$ cat src/rtl/fp_pkg.sv
// Shared constants and helpers for the floating-point add/subtract pipeline.
//   - Flag bit positions within the 5-bit exception flag vector.
//   - Rounding-mode encodings carried with each operation.
//   - Operand classification enum and a helper that derives it from field tests.
package fp_pkg;

    localparam int FLG_NX = 0;
    localparam int FLG_UF = 1;
    localparam int FLG_OF = 2;
    localparam int FLG_DZ = 3;
    localparam int FLG_NV = 4;

    localparam logic RM_TRUNC = 1'b0;
    localparam logic RM_RNE   = 1'b1;

    typedef enum logic [2:0] {ZERO, SUB, NORM, INF, NAN} fp_class_e;

    function automatic fp_class_e fp_classify(input logic exp_zero,
                                              input logic exp_ones,
                                              input logic frac_zero);
        if (exp_zero) return frac_zero ? ZERO : SUB;
        if (exp_ones) return frac_zero ? INF : NAN;
        return NORM;
    endfunction

endpackage

$ cat src/rtl/fp_lzc.sv
// Combinational leading-zero counter.
//   in_vec : vector to scan (MSB first)
//   cnt    : number of leading zeros; WIDTH when in_vec is all zero
module fp_lzc
    import fp_pkg::*;
#(
    parameter  int WIDTH = 27,
    localparam int CNT_W = $clog2(WIDTH + 1)
) (
    input  logic [WIDTH-1:0] in_vec,
    output logic [CNT_W-1:0] cnt
);

    // Scan upward so the highest set bit is the last assignment and wins.
    always_comb begin
        cnt = CNT_W'(WIDTH);
        for (int i = 0; i < WIDTH; i++) begin
            if (in_vec[i]) cnt = CNT_W'(WIDTH - 1 - i);
        end
    end

endmodule

$ cat src/rtl/fp_addsub_pipe.sv
// Three-stage pipelined IEEE-754 adder/subtractor with valid/ready flow control.
//   clk, rst               : clock, synchronous active-high reset
//   in_valid/in_ready      : operand handshake (op_a, op_b, op_sub, round_mode)
//   out_valid/out_ready    : result handshake (result, flags)
//   flags_sticky           : OR of flags of every handed-off result
//   clear_flags            : clears flags_sticky (wins over a same-cycle handoff)
// The whole pipe advances as one unit whenever the output register is free.
module fp_addsub_pipe
    import fp_pkg::*;
#(
    parameter  int EXP_W = 8,
    parameter  int MAN_W = 23,
    localparam int W     = 1 + EXP_W + MAN_W
) (
    input  logic         clk,
    input  logic         rst,
    input  logic         in_valid,
    output logic         in_ready,
    input  logic [W-1:0] op_a,
    input  logic [W-1:0] op_b,
    input  logic         op_sub,
    input  logic         round_mode,
    output logic         out_valid,
    input  logic         out_ready,
    output logic [W-1:0] result,
    output logic [4:0]   flags,
    output logic [4:0]   flags_sticky,
    input  logic         clear_flags
);

    localparam int M  = MAN_W + 4;            // hidden, fraction, guard, round, sticky
    localparam int XW = EXP_W + 1;            // exponent with overflow headroom
    localparam int CW = $clog2(M + 1);
    localparam logic [EXP_W-1:0] EXP_ONES = {EXP_W{1'b1}};
    localparam logic [1:0] SP_NONE = 2'd0, SP_NAN = 2'd1, SP_INF = 2'd2;

    function automatic logic round_inc(input logic rm, input logic g, input logic r,
                                       input logic s, input logic lsb);
        return (rm == RM_RNE) && g && (r || s || lsb);
    endfunction

    logic advance;
    assign advance  = !out_valid || out_ready;
    assign in_ready = advance;

    fp_class_e        cls_a, cls_b;
    logic             sb_eff, a_ge_b;
    logic [W-2:0]     mag_l, mag_s;
    logic [EXP_W-1:0] e_l, e_s, x_l, x_s, diff;
    logic [MAN_W:0]   sig_l, sig_s;
    logic [2*M-1:0]   wide;
    logic             vld_p1_q, sign_p1_d, sign_p1_q, sub_p1_d, sub_p1_q, rm_p1_d, rm_p1_q;
    logic [1:0]       sp_p1_d, sp_p1_q;
    logic [EXP_W-1:0] exp_p1_d, exp_p1_q;
    logic [M-1:0]     ml_p1_d, ml_p1_q, ms_p1_d, ms_p1_q;

    // Stage 1: classify, order by magnitude, align the smaller significand
    always_comb begin
        sb_eff = op_b[W-1] ^ op_sub;
        cls_a  = fp_classify(op_a[W-2:MAN_W] == '0, op_a[W-2:MAN_W] == EXP_ONES,
                             op_a[MAN_W-1:0] == '0);
        cls_b  = fp_classify(op_b[W-2:MAN_W] == '0, op_b[W-2:MAN_W] == EXP_ONES,
                             op_b[MAN_W-1:0] == '0);
        // Exponent-then-fraction ordering of the packed magnitude is a true magnitude compare.
        a_ge_b = op_a[W-2:0] >= op_b[W-2:0];
        mag_l  = a_ge_b ? op_a[W-2:0] : op_b[W-2:0];
        mag_s  = a_ge_b ? op_b[W-2:0] : op_a[W-2:0];
        e_l    = mag_l[W-2:MAN_W];
        e_s    = mag_s[W-2:MAN_W];
        sig_l  = {e_l != '0, mag_l[MAN_W-1:0]};
        sig_s  = {e_s != '0, mag_s[MAN_W-1:0]};
        x_l    = (e_l == '0) ? EXP_W'(1) : e_l;
        x_s    = (e_s == '0) ? EXP_W'(1) : e_s;
        diff   = x_l - x_s;
        wide   = {sig_s, 3'b000, {M{1'b0}}} >> diff;
        if (32'(diff) > M - 1) begin
            ms_p1_d = {{(M-1){1'b0}}, |sig_s};
        end else begin
            ms_p1_d = {wide[2*M-1:M+1], wide[M] | (|wide[M-1:0])};
        end
        sp_p1_d = SP_NONE;
        if (cls_a == NAN || cls_b == NAN) begin
            sp_p1_d = SP_NAN;
        end else if (cls_a == INF && cls_b == INF && op_a[W-1] != sb_eff) begin
            sp_p1_d = SP_NAN;
        end else if (cls_a == INF || cls_b == INF) begin
            sp_p1_d = SP_INF;
        end
        sign_p1_d = a_ge_b ? op_a[W-1] : sb_eff;
        sub_p1_d  = op_a[W-1] ^ sb_eff;
        exp_p1_d  = x_l;
        ml_p1_d   = {sig_l, 3'b000};
        rm_p1_d   = round_mode;
    end

    logic [M:0]       sum;
    logic [CW-1:0]    lz;
    logic [XW-1:0]    exp_x, lim, shamt;
    logic             vld_p2_q, sign_p2_d, sign_p2_q, zero_p2_d, zero_p2_q, rm_p2_q;
    logic [1:0]       sp_p2_q;
    logic [XW-1:0]    exp_p2_d, exp_p2_q;
    logic [M-1:0]     man_p2_d, man_p2_q;

    // Stage 2: magnitude add/subtract and normalise
    always_comb begin
        sum = sub_p1_q ? ({1'b0, ml_p1_q} - {1'b0, ms_p1_q})
                       : ({1'b0, ml_p1_q} + {1'b0, ms_p1_q});
    end

    fp_lzc #(.WIDTH(M)) u_lzc (
        .in_vec (sum[M-1:0]),
        .cnt    (lz)
    );

    always_comb begin
        exp_x     = {1'b0, exp_p1_q};
        // Never shift the exponent below 1; what remains is a subnormal-range result.
        lim       = exp_x - XW'(1);
        shamt     = (XW'(lz) > lim) ? lim : XW'(lz);
        zero_p2_d = (sum == '0);
        if (sum[M]) begin
            man_p2_d = {sum[M:2], sum[1] | sum[0]};
            exp_p2_d = exp_x + XW'(1);
        end else begin
            man_p2_d = sum[M-1:0] << shamt;
            exp_p2_d = exp_x - shamt;
        end
        // An exact cancellation is +0; like-signed zeros keep their sign.
        sign_p2_d = (zero_p2_d && sub_p1_q) ? 1'b0 : sign_p1_q;
    end

    logic             rnd_inc, nx;
    logic [MAN_W+1:0] rnd;
    logic [MAN_W:0]   sig_r;
    logic [XW-1:0]    exp_r;
    logic [W-1:0]     result_d, result_q;
    logic [4:0]       flags_d, flags_q, flags_sticky_d, flags_sticky_q;
    logic             out_valid_q;

    // Stage 3: round, detect overflow/underflow, pack
    always_comb begin
        nx      = |man_p2_q[2:0];
        rnd_inc = round_inc(rm_p2_q, man_p2_q[2], man_p2_q[1], man_p2_q[0], man_p2_q[3]);
        rnd     = {1'b0, man_p2_q[M-1:3]} + (MAN_W+2)'(rnd_inc);
        if (rnd[MAN_W+1]) begin
            sig_r = rnd[MAN_W+1:1];
            exp_r = exp_p2_q + XW'(1);
        end else begin
            sig_r = rnd[MAN_W:0];
            exp_r = exp_p2_q;
        end
        flags_d = '0;
        if (sp_p2_q == SP_NAN) begin
            result_d        = {1'b0, EXP_ONES, 1'b1, {(MAN_W-1){1'b0}}};
            flags_d[FLG_NV] = 1'b1;
        end else if (sp_p2_q == SP_INF) begin
            result_d = {sign_p2_q, EXP_ONES, {MAN_W{1'b0}}};
        end else if (zero_p2_q) begin
            result_d = {sign_p2_q, {(W-1){1'b0}}};
        end else if (exp_r >= {1'b0, EXP_ONES}) begin
            result_d        = {sign_p2_q, EXP_ONES, {MAN_W{1'b0}}};
            flags_d[FLG_OF] = 1'b1;
            flags_d[FLG_NX] = 1'b1;
        end else if (!sig_r[MAN_W]) begin
            result_d        = {sign_p2_q, {(W-1){1'b0}}};
            flags_d[FLG_UF] = 1'b1;
            flags_d[FLG_NX] = 1'b1;
        end else begin
            result_d        = {sign_p2_q, exp_r[EXP_W-1:0], sig_r[MAN_W-1:0]};
            flags_d[FLG_NX] = nx;
        end
        flags_sticky_d = clear_flags ? 5'b0
                       : flags_sticky_q | ((out_valid_q && out_ready) ? flags_q : 5'b0);
    end

    always_ff @(posedge clk) begin
        if (rst) begin
            vld_p1_q    <= 1'b0;
            vld_p2_q    <= 1'b0;
            out_valid_q <= 1'b0;
            result_q    <= '0;
            flags_q     <= '0;
        end else if (advance) begin
            vld_p1_q    <= in_valid;
            vld_p2_q    <= vld_p1_q;
            out_valid_q <= vld_p2_q;
            result_q    <= result_d;
            flags_q     <= flags_d;
        end
    end

    always_ff @(posedge clk) begin
        if (advance) begin
            sp_p1_q   <= sp_p1_d;
            sign_p1_q <= sign_p1_d;
            sub_p1_q  <= sub_p1_d;
            rm_p1_q   <= rm_p1_d;
            exp_p1_q  <= exp_p1_d;
            ml_p1_q   <= ml_p1_d;
            ms_p1_q   <= ms_p1_d;
            sp_p2_q   <= sp_p1_q;
            sign_p2_q <= sign_p2_d;
            zero_p2_q <= zero_p2_d;
            rm_p2_q   <= rm_p1_q;
            exp_p2_q  <= exp_p2_d;
            man_p2_q  <= man_p2_d;
        end
    end

    always_ff @(posedge clk) begin
        if (rst) flags_sticky_q <= '0;
        else     flags_sticky_q <= flags_sticky_d;
    end

    assign out_valid    = out_valid_q;
    assign result       = result_q;
    assign flags        = flags_q;
    assign flags_sticky = flags_sticky_q;

endmodule

$ cat config.mk
export PLATFORM = sky130hd
export DESIGN_NAME = fp_addsub_pipe
export DESIGN_NICKNAME = d
export VERILOG_FILES = /design/src/rtl/fp_pkg.sv /design/src/rtl/fp_lzc.sv /design/src/rtl/fp_addsub_pipe.sv
export SDC_FILE = /design/constraint.sdc
export NUM_CORES = 1
export LEC_CHECK = 0
export BUFFER_PORTS_ARGS = -buffer_cell sky130_fd_sc_hd__buf_2
export CAP_MARGIN = 20
export CORE_MARGIN = 4
export CORE_UTILIZATION = 45
export DETAILED_ROUTE_END_ITERATION = 10
export GPL_TIMING_DRIVEN = 0
export PLACE_DENSITY = 0.71
export SLEW_MARGIN = 0
export SYNTH_ARGS = -nofsm -noshare
export SYNTH_HDL_FRONTEND = slang
export SYNTH_HIERARCHICAL = 1
export SYNTH_SLANG_ARGS = --single-unit
$ cat constraint.sdc
create_clock -name clk -period 14.72 [get_ports clk]
set_clock_uncertainty 0.1 [all_clocks]
set_input_delay 2.208 -clock clk [delete_from_list [all_inputs] [get_ports clk]]
set_output_delay 2.208 -clock clk [all_outputs]
set_load 0.005 [all_outputs]
Yosys cells after proc, flatten, opt, wreduce, memory -nomap -nowiden. Cells that the tools add are included.

Flip-flop bits (word level): 149. Input bits: 71. Output and inout bits: 44. Word-level logic and storage cells: 148.

$add $sub $neg: 8. Order comparisons: 4. Equal/unequal tests: 9. Shift operators: 2. Muxes and demuxes: 73. Bitwise logic cells: 5. Reduce and logical (&&, ||, !) cells: 26.

Operator list (number): $mux 31 (6); $mux 5 (17); $shr 54x8->54 (1); $logic_not 23->1 (2); $mux 3 (13); $logic_not 8->1 (4); $mux 32 (1); $mux 4 (8); $ge 31x31->1 (1); $add 27x27->28 (1); $logic_not 28->1 (1); $mux 28 (1); $sub 27x27->28 (1); $mux 9 (3); $reduce_or 27->1 (1); $shl 27x9->27 (1); $mux 26 (1); $add 24x1->25 (1); $mux 24 (1); $reduce_or 24->1 (1); $mux 1 (17); $eq 8x8->1 const B (2); $mux 8 (2); $reduce_bool 8->1 (2); other kinds (22) (38).

Logic depth before layout (Yosys ltp). Gate-level depths: netlist (run 1).

Depth in word-level cells: 33. Mapped depth: 39. Depth with buffers taken out: 36.

By module. Netlist (run 1), hierarchy kept.

By module, submodules not included: fp_addsub_pipe (times used 1, cells an instance 1900, area each 15009.4 um2, seq. area each 4013.8 um2); fp_lzc (times used 1, cells an instance 51, area each 277.8 um2, seq. area each 0.0 um2).

Worst setup path before layout (run 1). OpenSTA, ideal clock, no wires.

Kind: input to register. Start: input port op_b[10]. End: register ms_p1_q[0], data pin. Setup time: 0.270 ns. Arrival: 7.948 ns. Data required time: 14.350 ns. Path slack: 6.402 ns. Stages: 28. Path buffers: 5. Path through: inv_1 -> ha_1 -> a211oi_1 -> o21ai_0 -> a221o_1 -> o21ai_1 -> nand2_1 -> clkbuf_1 -> clkbuf_1 -> nand2_1 -> o21ai_0 -> nor4_1 -> and2_1 -> nor2_1 -> ha_1 -> buf_1 -> clkbuf_1 -> buf_1 -> mux2i_1 -> nor2_1 -> a21oi_1 -> mux2i_1 -> mux2i_1 -> o311ai_0 -> a2111oi_0 -> nand4_1 -> o41ai_1 -> a22oi_1.

Cells in the longest elaborated chain, start to end: 9. Elaborated cells on any way between the ends: 15. Those cells by class: 1 x add/sub; 2 x order compare; 1 x shift; 5 x mux; 1 x bitwise; 5 x reduce/logical.

Ends and longest elaborated chain: start: declaration (RTL line fp_addsub_pipe.sv:20) `input logic [W-1:0] op_b,`; $ge 31x31->1 (*) (RTL line fp_addsub_pipe.sv:65) `a_ge_b = op_a[W-2:0] >= op_b[W-2:0];`; $mux 31 (*) (RTL line fp_addsub_pipe.sv:66) `mag_l = a_ge_b ? op_a[W-2:0] : op_b[W-2:0];`; $logic_not 8->1 (RTL line fp_addsub_pipe.sv:72) `x_l = (e_l == '0) ? EXP_W'(1) : e_l;`; $mux 8 (*) (RTL line fp_addsub_pipe.sv:72); net exp_p1_d[1] (RTL line fp_addsub_pipe.sv:54) `logic [EXP_W-1:0] exp_p1_d, exp_p1_q;`; $sub 8x8->8 (*) (RTL line fp_addsub_pipe.sv:74) `diff = x_l - x_s;`; $shr 54x8->54 (RTL line fp_addsub_pipe.sv:75) `wide = {sig_s, 3'b000, {M{1'b0}}} >> diff;`; $reduce_or 27->1 (RTL line fp_addsub_pipe.sv:79) `ms_p1_d = {wide[2*M-1:M+1], wide[M] | (|wide[M-1:0])};`; $or 1x1->1 (RTL line fp_addsub_pipe.sv:79); $mux 1 (*) (RTL line fp_addsub_pipe.sv:76) `if (32'(diff) > M - 1) begin`; net ms_p1_d[0] (RTL line fp_addsub_pipe.sv:55) `logic [M-1:0] ml_p1_d, ml_p1_q, ms_p1_d, ms_p1_q;`; end signal: assignment (RTL line fp_addsub_pipe.sv:200) `ms_p1_q <= ms_p1_d;`; end: declaration (RTL line fp_addsub_pipe.sv:55).

Mark *: on every way through the listed nets, which the timed path passes. The rest lies on a longest branch. A chain may end at the register's enable or synchronous reset.

Worst setup path after layout (run 1).
Start: input port op_b[14]. End: register ms_p1_q[0], data pin.

The elaborated chain is that of the path after synthesis.

==> run summary, run 1 <==
For this run, the slowest stage of the critical path takes 0.77 ns. The share of power burned in the clock network came out at 15.4%. The peak clock frequency supported by timing is 0.0898 GHz. The switching power of the nets is 1.56 mW. The number of DRC markers in iteration 0 came out at 1733. Net switching is 51.1% of the power.

The clock insertion delay at the later pin of the skew report is 0.45 ns. The count of hold buffers inserted by post-cts repair came out at 0. The largest net degree at the start of global routing is 66. The count of flip-flops with a built-in enable after synthesis is 105.

The via count of the first global-routing pass is 15924. The final design utilization came out at 50.9%. The first global-routing pass estimated 92900 um of wire. The overall track demand over capacity in global routing came out at 32.9%. The post-cts repair resize count came out at 0. The fraction of registers with async set or reset after synthesis came out at 0%. Subtracting the final worst setup slack from the clock period gives 11.13 ns. Max-cap violations in this run came to 0.

The mean post-synth cell area came out at 7.84 um2. IR analysis of the VDD net gives a maximum drop of 0.101 mV. Summed over all layers, the routed wires come to 61700 um.

After synthesis the netlist holds a flip-flop and latch count of 148. The core region is 0.0335 mm2. The H-tree depth reported by CTS came out at 4. The flow ran to the end, and the final reports show no timing, DRC or antenna violations. The endpoint arrival time on the critical path came out at 11.22 ns. The required arrival time at the worst endpoint is 14.81 ns. The clock tree from TritonCTS is yes. The clock-pin slew reported for the worst setup and hold paths after clock tree synthesis is 0.07 ns. The finished layout cell area came out at 0.0171 mm2.

The total global routing overflow is 0. The vertical extent of the die came out at 192 um. In the routed layout, each cell is associated on average with a via count of 6.48. Combinational logic is responsible for 62.3% of the overall power.

The count of buffers from port buffering is 111. Sequential cells were found to cover 26.3% of the synthesized design area. The library cell contributing the largest single delay on the critical path is sky130_fd_sc_hd__nor3_1.

The final count of negative-setup-slack endpoints is 0. The element type at the critical path end is a register. In this run, CTS created clock tree buffers numbering 17. The final number of hold-violating endpoints came to 0.

The root cell of the clock tree is sky130_fd_sc_hd__clkbuf_16. The net total in the final layout came out at 2265. The post-detailed-route count of antenna-violating nets came out at 0.

During synthesis, Yosys emitted a total of 6 warnings. The tree built by TritonCTS fans out to 148 sinks. The maximum root-to-sink buffer count came out at 2. Routability-driven placement finished with a final weighted congestion of 0.982. Among all flip-flop cells after synthesis, the most frequent one is sky130_fd_sc_hd__edfxtp_1. The critical path is of the input port to register type. The number of buffers inserted to repair setup after CTS is 0.

The die area is 0.0370 mm2. At the pin with the least slew margin, the transition time is 1.19 ns. The critical path contains buffers and inverters numbering 8 combined.

The estimated wirelength of the detail-placed design is 49700 um. In the synthesized netlist, the number of instances is 1951. The starting density of the core came out at 45.6%. Of the cells placed in the final design, the portion with a size suffix greater than 1 is 10.8%. Of all nets on the critical path, the largest fanout is 10. The worst setup path is launched from an input port. Setup repair after global routing left no endpoint under its margin.

The final critical-path share of the clock period is 75.6%. The number of ports placed on the die boundary came out at 115. Leaving out fill and tap cells, the most frequent cell in the layout is sky130_fd_sc_hd__nor2_1. Summed over all cells, the static leakage comes to 6.79 nW. The placed instances occupy a cell area of 0.0164 mm2. The internal portion of total power came out at 1.49 mW.

Leaving out fill and tap cells, the most frequent cells in the layout are sky130_fd_sc_hd__nor2_1, sky130_fd_sc_hd__nand2_1, sky130_fd_sc_hd__a21oi_1. Power spread over the standard cell area amounts to 179 mW/mm2. The count of vias placed by the detailed router came out at 16505. The initialized floorplan defines 67 standard-cell rows. The number of diodes added for antenna fixing came out at 0. The setup TNS came out at 0 ns. In this run the tightest slew margin relative to its limit is 20.3%.

The post-synthesis instance area came out at 0.0153 mm2. The tightest min-delay check is of the register to register type. The horizontal extent of the die came out at 192 um. The number of slew-limit violations in the final report was 0. Broken down by cell family, the worst path's largest delay share belongs to buffers and inverters.

The average detailed-routed wire length per instance is 24.2 um. The iteration count of the initial detailed-routing pass is 6. The post-synthesis to final-layout area growth came out at 11.8%.

The initial antenna violation count is 0. The power share of the sequential group came out at 22.3%. The number of distinct library cells after synthesis is 97. The post-detailed-route DRC marker count is 0.
-- logic make-up after synthesis --
logic type	synth area share, %
AND/OR/NAND/NOR	21.7
AO/OA/AOI/OAI	27.1
XOR/XNOR	3.72
adder cells (fa/ha/maj)	8.99
multiplexers	6.32
other	0.0245
flip-flops	26.3
buffers and inverters	5.89
-- per-layer routing --
layer  up-vias  global-route usage (%)  part of all wire, %
met1      7807                    40.0                   39
met5         -                       0                    0
met2       896                    55.1                   47
li1       7597                       -                    -
met3       205                    4.90                  7.5
met4         0                    19.5                  7.0
-- sequential cells by signal (all words and copies together) (netlist names) --
| name | cells |
|---|---|
| zero_p2_q | 1 |
| sp_p1_q | 2 |
| out_valid | 1 |
| sub_p1_q | 1 |
| rm_p2_q | 1 |
| result | 32 |
| sign_p1_q | 1 |
| man_p2_q | 27 |
| flags_sticky | 4 |
| sp_p2_q | 2 |
| ms_p1_q | 27 |
| sign_p2_q | 1 |
| exp_p1_q | 8 |
| rm_p1_q | 1 |
| ml_p1_q | 24 |
| flags | 4 |
| vld_p2_q | 1 |
| exp_p2_q | 9 |
| vld_p1_q | 1 |
-- power by group through the flow --
stage | clock network, mW | registers [mW] | logic [mW]
final | 0.471 | 0.681 | 1.90
after detailed placement | 0 | 0.688 | 1.83
after floorplan | 0 | 0.663 | 1.24
after global routing | 0.493 | 0.694 | 2.03
after CTS | 0.476 | 0.680 | 1.84
after global placement | 0 | 0.684 | 1.84
-- final timing paths --
path,from,to,slack [ns],depth (start not counted)
worst max register to register,ms_p1_q[0],exp_p2_q[8],4.83,34
worst min register to register,sp_p1_q[1],sp_p2_q[1],0.32,0
worst max-delay path,op_b[14],ms_p1_q[0],3.59,29
worst min-delay path,sp_p1_q[1],sp_p2_q[1],0.32,0
-- through the flow --
stage	cells	power [mW]	setup WS, ns	hold slack [ns]
after floorplan	1952	1.90	6.40	0.300
after global placement	2511	2.52	3.44	0.302
after detailed placement	2513	2.52	3.50	0.305
after CTS	2545	3.00	3.96	0.320
after global routing	2547	3.21	3.28	0.323
final	2547	3.05	3.59	0.320
-- cells in the mapped netlist, drive strengths merged, types with 24 or more instances --
library cell / instances / area [um2]
xnor2: 40 / 350
o211ai: 40 / 300
nor3: 77 / 385
edfxtp: 105 / 3150
nand3: 57 / 290
inv: 131 / 492
nor4: 41 / 297
nor2: 219 / 827
a22oi: 31 / 233
buf: 28 / 139
clkbuf: 72 / 270
o21ai: 142 / 714
a211oi: 58 / 445
dfxtp: 43 / 861
nand2: 180 / 676
xor2: 24 / 218
mux2i: 56 / 561
a21oi: 148 / 752
nand4: 26 / 163
ha: 105 / 1310
-- final cells by class --
class | instances | area (um2)
repair buffers | 115 | 606
well taps | 448 | 561
flip-flops and latches | 148 | 4010
plain buffers | 100 | 413
inverters | 131 | 492
clock inverters | 15 | 198
fillers | 3348 | 16400
multi-input cells | 1573 | 10400
clock buffers | 17 | 425
-- worst register-to-register path: cells and delay by family (launching register included) --
| kind | cells | cell delay (ns) |
|---|---|---|
| flip-flops | 1 | 0.44 |
| AO/OA/AOI/OAI | 18 | 4.42 |
| buffers and inverters | 4 | 0.77 |
| XOR/XNOR | 3 | 1.03 |
| adder cells (fa/ha/maj) | 3 | 0.91 |
| AND/OR/NAND/NOR | 6 | 1.99 |
Power figures use the tool's default switching activity.
==> run 2, diff against run 1 <==
==> constraint.sdc (replaced) <==
create_clock -name clk -period 10.5 [get_ports clk]
set_clock_uncertainty 0.1 [all_clocks]
set_input_delay 1.575 -clock clk [delete_from_list [all_inputs] [get_ports clk]]
set_output_delay 1.575 -clock clk [all_outputs]
set_load 0.005 [all_outputs]
==> run summary, run 2 (synthesis gave the netlist of run 1 again) <==
Run status: finished clean (unchanged). Unrepaired setup endpoints after global routing: no (unchanged). The count of buffers from port buffering is 111 (unchanged). The library cell contributing the largest single delay on the critical path is sky130_fd_sc_hd__o21ai_1 (was sky130_fd_sc_hd__nor3_1). The largest fanout on the critical path came out at 10 (unchanged). The post-detailed-route count of antenna-violating nets was 0 (unchanged).

The final number of hold-violating endpoints came out at 0 (unchanged). The clock tree from TritonCTS is yes (unchanged). The flip-flop count of the largest register, all copies and words added is 32 (unchanged). The largest net degree at the start of global routing is 66 (unchanged). The type of the worst setup path is input port to register (unchanged).

The root cell of the clock tree was sky130_fd_sc_hd__clkbuf_16 (unchanged). The count of vias placed by the detailed router is 16535 (was 16505). The number of CTS-inserted buffers came out at 17 (unchanged).

The overall power consumption is 4.28 mW (was 3.05 mW). The number of diodes added for antenna fixing came to 0 (unchanged). The starting density of the core came out at 45.6% (unchanged). The time the worst path needs with I/O delays and setup is 10.20 ns. The overall track demand over capacity in global routing is 32.9% (unchanged).

The clock insertion delay at the later pin of the skew report is 0.45 ns (about the same). The vertical extent of the die was 192 um (unchanged). The maximum root-to-sink buffer count is 2 (unchanged). The placeable core region came out at 0.0335 mm2 (unchanged). The number of slew-limit violations in the final report is 0 (unchanged).

The required arrival time at the worst endpoint is 10.65 ns (was 14.81 ns). The max-cap check violation count came out at 0 (unchanged). The post-synthesis to final-layout area growth came out at 11.8% (about the same). The first-pass GRT wire length is 92900 um (unchanged). The startpoint kind of the worst setup timing path was an input port (unchanged). The element type at the critical path end is a register (unchanged). The number of buffers inserted to repair setup after CTS is 0 (unchanged). The estimated wirelength of the detail-placed design came to 49700 um (unchanged). The final wirelength came to 61900 um (was 61700 um). The fill cell total of the finished layout is 3346 (was 3348). The maximum vdd drop came to 0.141 mV (was 0.101 mV).

The max-slew headroom at the worst pin came out at 20.5% (was 20.3%). The reg-to-reg critical path startpoint was ms_p1_q[0] (unchanged). The endpoint arrival time on the critical path is 10.34 ns (was 11.22 ns).

The horizontal extent of the die was 192 um (unchanged). The net total in the final layout is 2265 (unchanged). The share of post-route cells with drive strength above 1 was 10.9% (was 10.8%). The number of DRC markers in iteration 0 came to 1811 (was 1733). The vias per cell was 6.49 (was 6.48). Of the available clock period, the critical path in the final layout requires 97.1%. The post-detailed-route DRC marker count came out at 0 (unchanged). The worst hold path startpoint was sp_p1_q[1] (unchanged). The leakage power total is 6.80 nW (was 6.79 nW). The die area is 0.0370 mm2 (unchanged).

The final setup slack of the worst path came to 0.302 ns (was 3.59 ns). The post-placement setup slack came to -0.0837 ns (was 3.50 ns). The power density normalized to cell area came out at 251 mW/mm2 (was 179 mW/mm2). The via count of the first global-routing pass is 15924 (unchanged). The instance count after placement with tap cells included came to 2513 (unchanged). The final count of negative-setup-slack endpoints came out at 0 (unchanged). The final non-filler cell total came out at 2547 (unchanged).

Commonest cells after routing, fill and taps aside: sky130_fd_sc_hd__nor2_1, sky130_fd_sc_hd__nand2_1, sky130_fd_sc_hd__a21oi_1 (unchanged). The iteration count of the initial detailed-routing pass is 6 (unchanged). The clock-pin slew reported for the worst setup and hold paths after clock tree synthesis is 0.06 ns (was 0.07 ns). Counting stages on the worst path, the most repeated cell is sky130_fd_sc_hd__clkbuf_1.

The number of ports placed on the die boundary is 115 (unchanged). The peak clock frequency supported by timing came out at 0.0981 GHz. The H-tree depth reported by CTS is 4 (unchanged). The total global routing overflow was 0 (unchanged).

The worst hold-check path type is register to register (unchanged). The weighted congestion reported at the end of routability-driven placement is 0.982 (unchanged). The number of clock sinks seen by CTS came out at 148 (unchanged). The most frequent standard cell in the layout excluding fill and tap cells was sky130_fd_sc_hd__nor2_1 (unchanged). The critical path startpoint is op_b[10] (was op_b[14]).

The transition time of the tightest slew-check pin is 1.18 ns (was 1.19 ns). The largest stage delay on the critical path is 0.89 ns (was 0.77 ns). The worst slack on hold paths came out at 0.320 ns (about the same). The count of standard-cell rows is 67 (unchanged).

The average detailed-routed wire length per instance came out at 24.3 um (was 24.2 um). The initial antenna violation count came out at 0 (unchanged).
run 2: cell types whose count changed in the layout (fill, tap and decap cells not counted):
cell and delta:
sky130_fd_sc_hd__clkbuf_2 +2, sky130_fd_sc_hd__nor3_1 -1, sky130_fd_sc_hd__nor3_2 +1, sky130_fd_sc_hd__buf_1 -2
run 2: per-stage QoR:
step	setup TNS [ns]	area, um2	util (%)
CTS	0	17100	50.9
global placement	-0.158	16400	48.9
finish	0	17100	51.0
floorplan	0	15300	-
detailed placement	-0.0837	16400	49.0
global route	0	17100	51.0
run 2: area by class of cell:
type                    instances  area [um2]  area share (%)
multi-input cells            1573       10400            60.7
repair buffers                115         606            3.54
flip-flops and latches        148        4010            23.5
plain buffers                 100         415            2.43
clock inverters                15         198            1.16
well taps                     448         561            3.28
inverters                     131         492            2.88
clock buffers                  17         425            2.49
run 2: layer usage:
metal | up-vias | part of all wire [%] | global-route usage (%)
met5 | - | 0 | 0
met4 | 0 | 6.9 | 19.5
met3 | 200 | 7.5 | 4.90
met2 | 873 | 47 | 55.1
met1 | 7862 | 39 | 40.0
li1 | 7600 | - | -
run 2: timing repair:
| item | 4_1_cts | 5_1_grt |
|---|---|---|
| resized for setup | 0 | 3 |
| endpoints found under the setup margin | 0 | 2 |
| hold buffers | 0 | 0 |
run 2: path summary, 6_finish.rpt:
check                           depth (start not counted)  slack, ns     endpoint
worst max-delay path                                   30       0.30   ms_p1_q[8]
worst min register to register                          0       0.32   sp_p2_q[1]
worst max register to register                         34       0.60  exp_p2_q[8]
worst min-delay path                                    0       0.32   sp_p2_q[1]
run 2: power breakdown:
group	internal [mW]	total (mW)	switching (mW)
clock	0.381	0.660	0.279
combinational	0.887	2.67	1.78
sequential	0.824	0.955	0.131
run 2: worst max-delay path: cells and delay by family:
| kind | cells | cell delay [ns] |
|---|---|---|
| AOI/OAI and AO/OA | 10 | 3.64 |
| adders and majority gates | 3 | 0.90 |
| buffers and inverters | 10 | 2.86 |
| and+or+nand+nor | 7 | 1.32 |
==> run 3, diff against run 2 <==
--- a/config.mk
+++ b/config.mk
@@ -11,7 +11,8 @@
 export CORE_UTILIZATION = 45
 export DETAILED_ROUTE_END_ITERATION = 10
 export GPL_TIMING_DRIVEN = 0
-export PLACE_DENSITY = 0.71
+export HOLD_SLACK_MARGIN = 0.12
+export PLACE_DENSITY = 0.73
 export SLEW_MARGIN = 0
 export SYNTH_ARGS = -nofsm -noshare
 export SYNTH_HDL_FRONTEND = slang
==> constraint.sdc (replaced) <==
create_clock -name clk -period 8.7 [get_ports clk]
set_clock_uncertainty 0.1 [all_clocks]
set_input_delay 1.305 -clock clk [delete_from_list [all_inputs] [get_ports clk]]
set_output_delay 1.305 -clock clk [all_outputs]
set_load 0.005 [all_outputs]
==> run summary, run 3 (synthesis gave the netlist of run 1 again) <==
Run status: finished clean (unchanged). The element type at the critical path end is a register (unchanged). The number of diodes added for antenna fixing came out at 0 (unchanged). The post-detailed-route count of antenna-violating nets is 0 (unchanged). The vertical extent of the die came out at 192 um (unchanged).

The finished layout cell area is 0.0173 mm2 (was 0.0171 mm2). The worst hold-check path type was register to register (unchanged). The vias per cell is 6.50 (was 6.49). The fill cell total of the finished layout was 3321 (was 3346).

The post-synthesis to final-layout area growth is 13.2% (was 11.8%). The clock insertion delay at the later pin of the skew report was 0.44 ns (was 0.45 ns). The setup TNS came to 0 ns (unchanged).

The initial antenna violation count is 0 (unchanged). The clock tree from TritonCTS is yes (unchanged). Commonest cells after routing, fill and taps aside: sky130_fd_sc_hd__nor2_1, sky130_fd_sc_hd__nand2_1, sky130_fd_sc_hd__a21oi_1 (unchanged). The largest fanout on the critical path is 10 (unchanged). The largest net degree at the start of global routing came out at 70 (was 66).

The final wirelength came to 59300 um (was 61900 um). The worst hold path startpoint is sp_p1_q[1] (unchanged). The post-detailed-route DRC marker count is 0 (unchanged). The average detailed-routed wire length per instance came to 23.3 um (was 24.3 um). The worst reg2reg path depth came out at 28 (was 34). The total global routing overflow was 0 (unchanged). The worst slack on hold paths came out at 0.325 ns (was 0.320 ns). The final non-filler cell total came out at 2545 (was 2547). The count of vias placed by the detailed router came out at 16530 (was 16535). The sink of the worst hold path is sp_p2_q[1] (unchanged).

The count of standard-cell rows came out at 67 (unchanged). The required arrival time at the worst endpoint came out at 8.78 ns (was 10.65 ns). The first-pass GRT wire length is 89300 um (was 92900 um). The final count of negative-setup-slack endpoints is 0 (unchanged). The most frequent standard cell in the layout excluding fill and tap cells was sky130_fd_sc_hd__nor2_1 (unchanged). The endpoint arrival time on the critical path is 8.56 ns (was 10.34 ns). The estimated wirelength of the detail-placed design came out at 47400 um (was 49700 um). The iteration count of the initial detailed-routing pass is 7 (was 6). The minimum setup slack among reg-to-reg paths came out at 0.21 ns (was 0.60 ns). The placeable core region is 0.0335 mm2 (unchanged). The share of post-route cells with drive strength above 1 came to 12.7% (was 10.9%). The weighted congestion reported at the end of routability-driven placement is 1.03 (was 0.982).

The clock-pin slew reported for the worst setup and hold paths after clock tree synthesis is 0.07 ns (was 0.06 ns). The overall track demand over capacity in global routing came out at 31.0% (was 32.9%). The instance count after placement with tap cells included came out at 2514 (was 2513). The die area is 0.0370 mm2 (unchanged).

The max-slew headroom at the worst pin came out at 16.9% (was 20.5%). The reg-to-reg critical path startpoint is ml_p1_q[3] (was ms_p1_q[0]). The most frequent cell on the critical path is sky130_fd_sc_hd__a21oi_1 (was sky130_fd_sc_hd__clkbuf_1).

The transition time of the tightest slew-check pin came out at 1.24 ns (was 1.18 ns). The total cell area at the placement stage was 0.0165 mm2 (was 0.0164 mm2). The via count of the first global-routing pass came to 15695 (was 15924). The share of power burned in the clock network is 14.8% (was 15.4%). The portion of total power attributed to combinational logic is 62.8% (was 62.3%). The time the worst path needs with I/O delays and setup came out at 8.49 ns. The number of ports placed on the die boundary came out at 115 (unchanged). The root cell of the clock tree is sky130_fd_sc_hd__clkbuf_16 (unchanged). The largest stage delay on the critical path came out at 0.64 ns (was 0.89 ns). The horizontal extent of the die came out at 192 um (unchanged). Derived from the worst setup path, the maximum achievable clock frequency is 0.118 GHz. The H-tree depth reported by CTS came to 4 (unchanged). The count of buffers from port buffering came to 111 (unchanged). The flip-flop count of the largest register, all copies and words added came out at 32 (unchanged).

The reg-to-reg critical path endpoint is exp_p2_q[8] (unchanged). The number of CTS-inserted buffers came out at 17 (unchanged). The number of slew-limit violations in the final report is 0 (unchanged).

Of the available clock period, the critical path in the final layout requires 97.5%. The switching power of the nets is 2.64 mW (was 2.19 mW). The net total in the final layout is 2263 (was 2265).

The leakage power total was 6.90 nW (was 6.80 nW). The library cell contributing the largest single delay on the critical path is sky130_fd_sc_hd__mux2i_2 (was sky130_fd_sc_hd__o21ai_1). The number of DRC markers in iteration 0 is 1760 (was 1811).

The power density normalized to cell area was 296 mW/mm2 (was 251 mW/mm2). The max-cap check violation count came out at 0 (unchanged). The final number of hold-violating endpoints came out at 0 (unchanged). The net switching share of the total power is 51.6% (was 51.2%). The power share of the sequential group is 22.4% (was 22.3%). The worst hold path cell count is 0 (unchanged).

The maximum vdd drop is 0.161 mV (was 0.141 mV). The type of the worst setup path is register to register (was input port to register). The number of clock sinks seen by CTS came out at 148 (unchanged). The internal portion of total power is 2.48 mW (was 2.09 mW).

The startpoint kind of the worst setup timing path is a register (was input port). The starting density of the core is 45.6% (unchanged). The maximum root-to-sink buffer count is 2 (unchanged).
==> run 3: changes by cell type in the layout (fill, tap and decap cells not counted), sizes merged <==
cell      change
clkinv        +4
bufinv        -3
clkinvlp      -3
inv           +2
buf           -1
clkbuf        -1
==> run 3: worst max-delay path, delay by kind of cell, from the launching register on <==
| kind | cells | cell delay, ns |
|---|---|---|
| compound gates | 10 | 2.29 |
| xor+xnor | 3 | 0.57 |
| fa+ha+maj | 3 | 1.05 |
| buf+inv | 3 | 0.82 |
| flops | 1 | 0.44 |
| mux | 1 | 0.64 |
| simple gates | 8 | 2.32 |
==> run 3: area by class of cell <==
class	instances	area, um2	share of cell area, %
plain buffers	96	424	2.45
inverters	131	492	2.84
clock buffers	17	425	2.46
multi-input cells	1573	10600	61.2
clock inverters	15	184	1.06
flip-flops and latches	148	4010	23.2
repair buffers	117	621	3.59
well taps	448	561	3.24
==> run 3: metal layers <==
layer,up-vias,share of wire (%),GRT usage [%]
li1,7589,-,-
met1,7809,39,37.8
met2,912,47,52.3
met3,220,7.4,3.94
met4,0,6.8,18.4
met5,-,0,0
==> run 3: how the worst max path moves through the flow <==
stage                     cells past startpoint  slack, ns   startpoint     endpoint
final                                        28       0.21   ml_p1_q[3]  exp_p2_q[8]
after global routing                         32     -0.003  ms_p1_q[10]  exp_p2_q[8]
after global placement                       29      -1.39     op_b[13]   ms_p1_q[0]
after detailed placement                     29      -1.42     op_b[12]   ms_p1_q[0]
after CTS                                    31      0.007     op_b[12]   ms_p1_q[0]
after floorplan                              28       1.28     op_b[10]   ms_p1_q[0]
==> run 3: what timing repair did <==
item / 4_1_cts / 5_1_grt
setup buffers: 0 / 3
hold buffers: 0 / 0
gates resized for setup: 22 / 42
pin swaps: 0 / 5
setup endpoints to repair: 26 / 24
==> run 3: power by group through the flow <==
stage	Clock (mW)	Sequential (mW)	Combinational [mW]
after CTS	0.759	1.14	3.07
after global routing	0.788	1.17	3.44
after detailed placement	0	1.16	3.04
after floorplan	0	1.12	2.09
final	0.755	1.15	3.21
after global placement	0	1.15	3.04
==> run 3: stage by stage <==
step | util [%] | total power, mW | setup WS [ns]
final | 51.6 | 5.12 | 0.213
after global placement | 48.9 | 4.19 | -1.39
after floorplan | - | 3.21 | 1.28
after detailed placement | 49.1 | 4.20 | -1.42
after CTS | 51.1 | 4.97 | 0.00719
after global routing | 51.6 | 5.39 | -0.00256
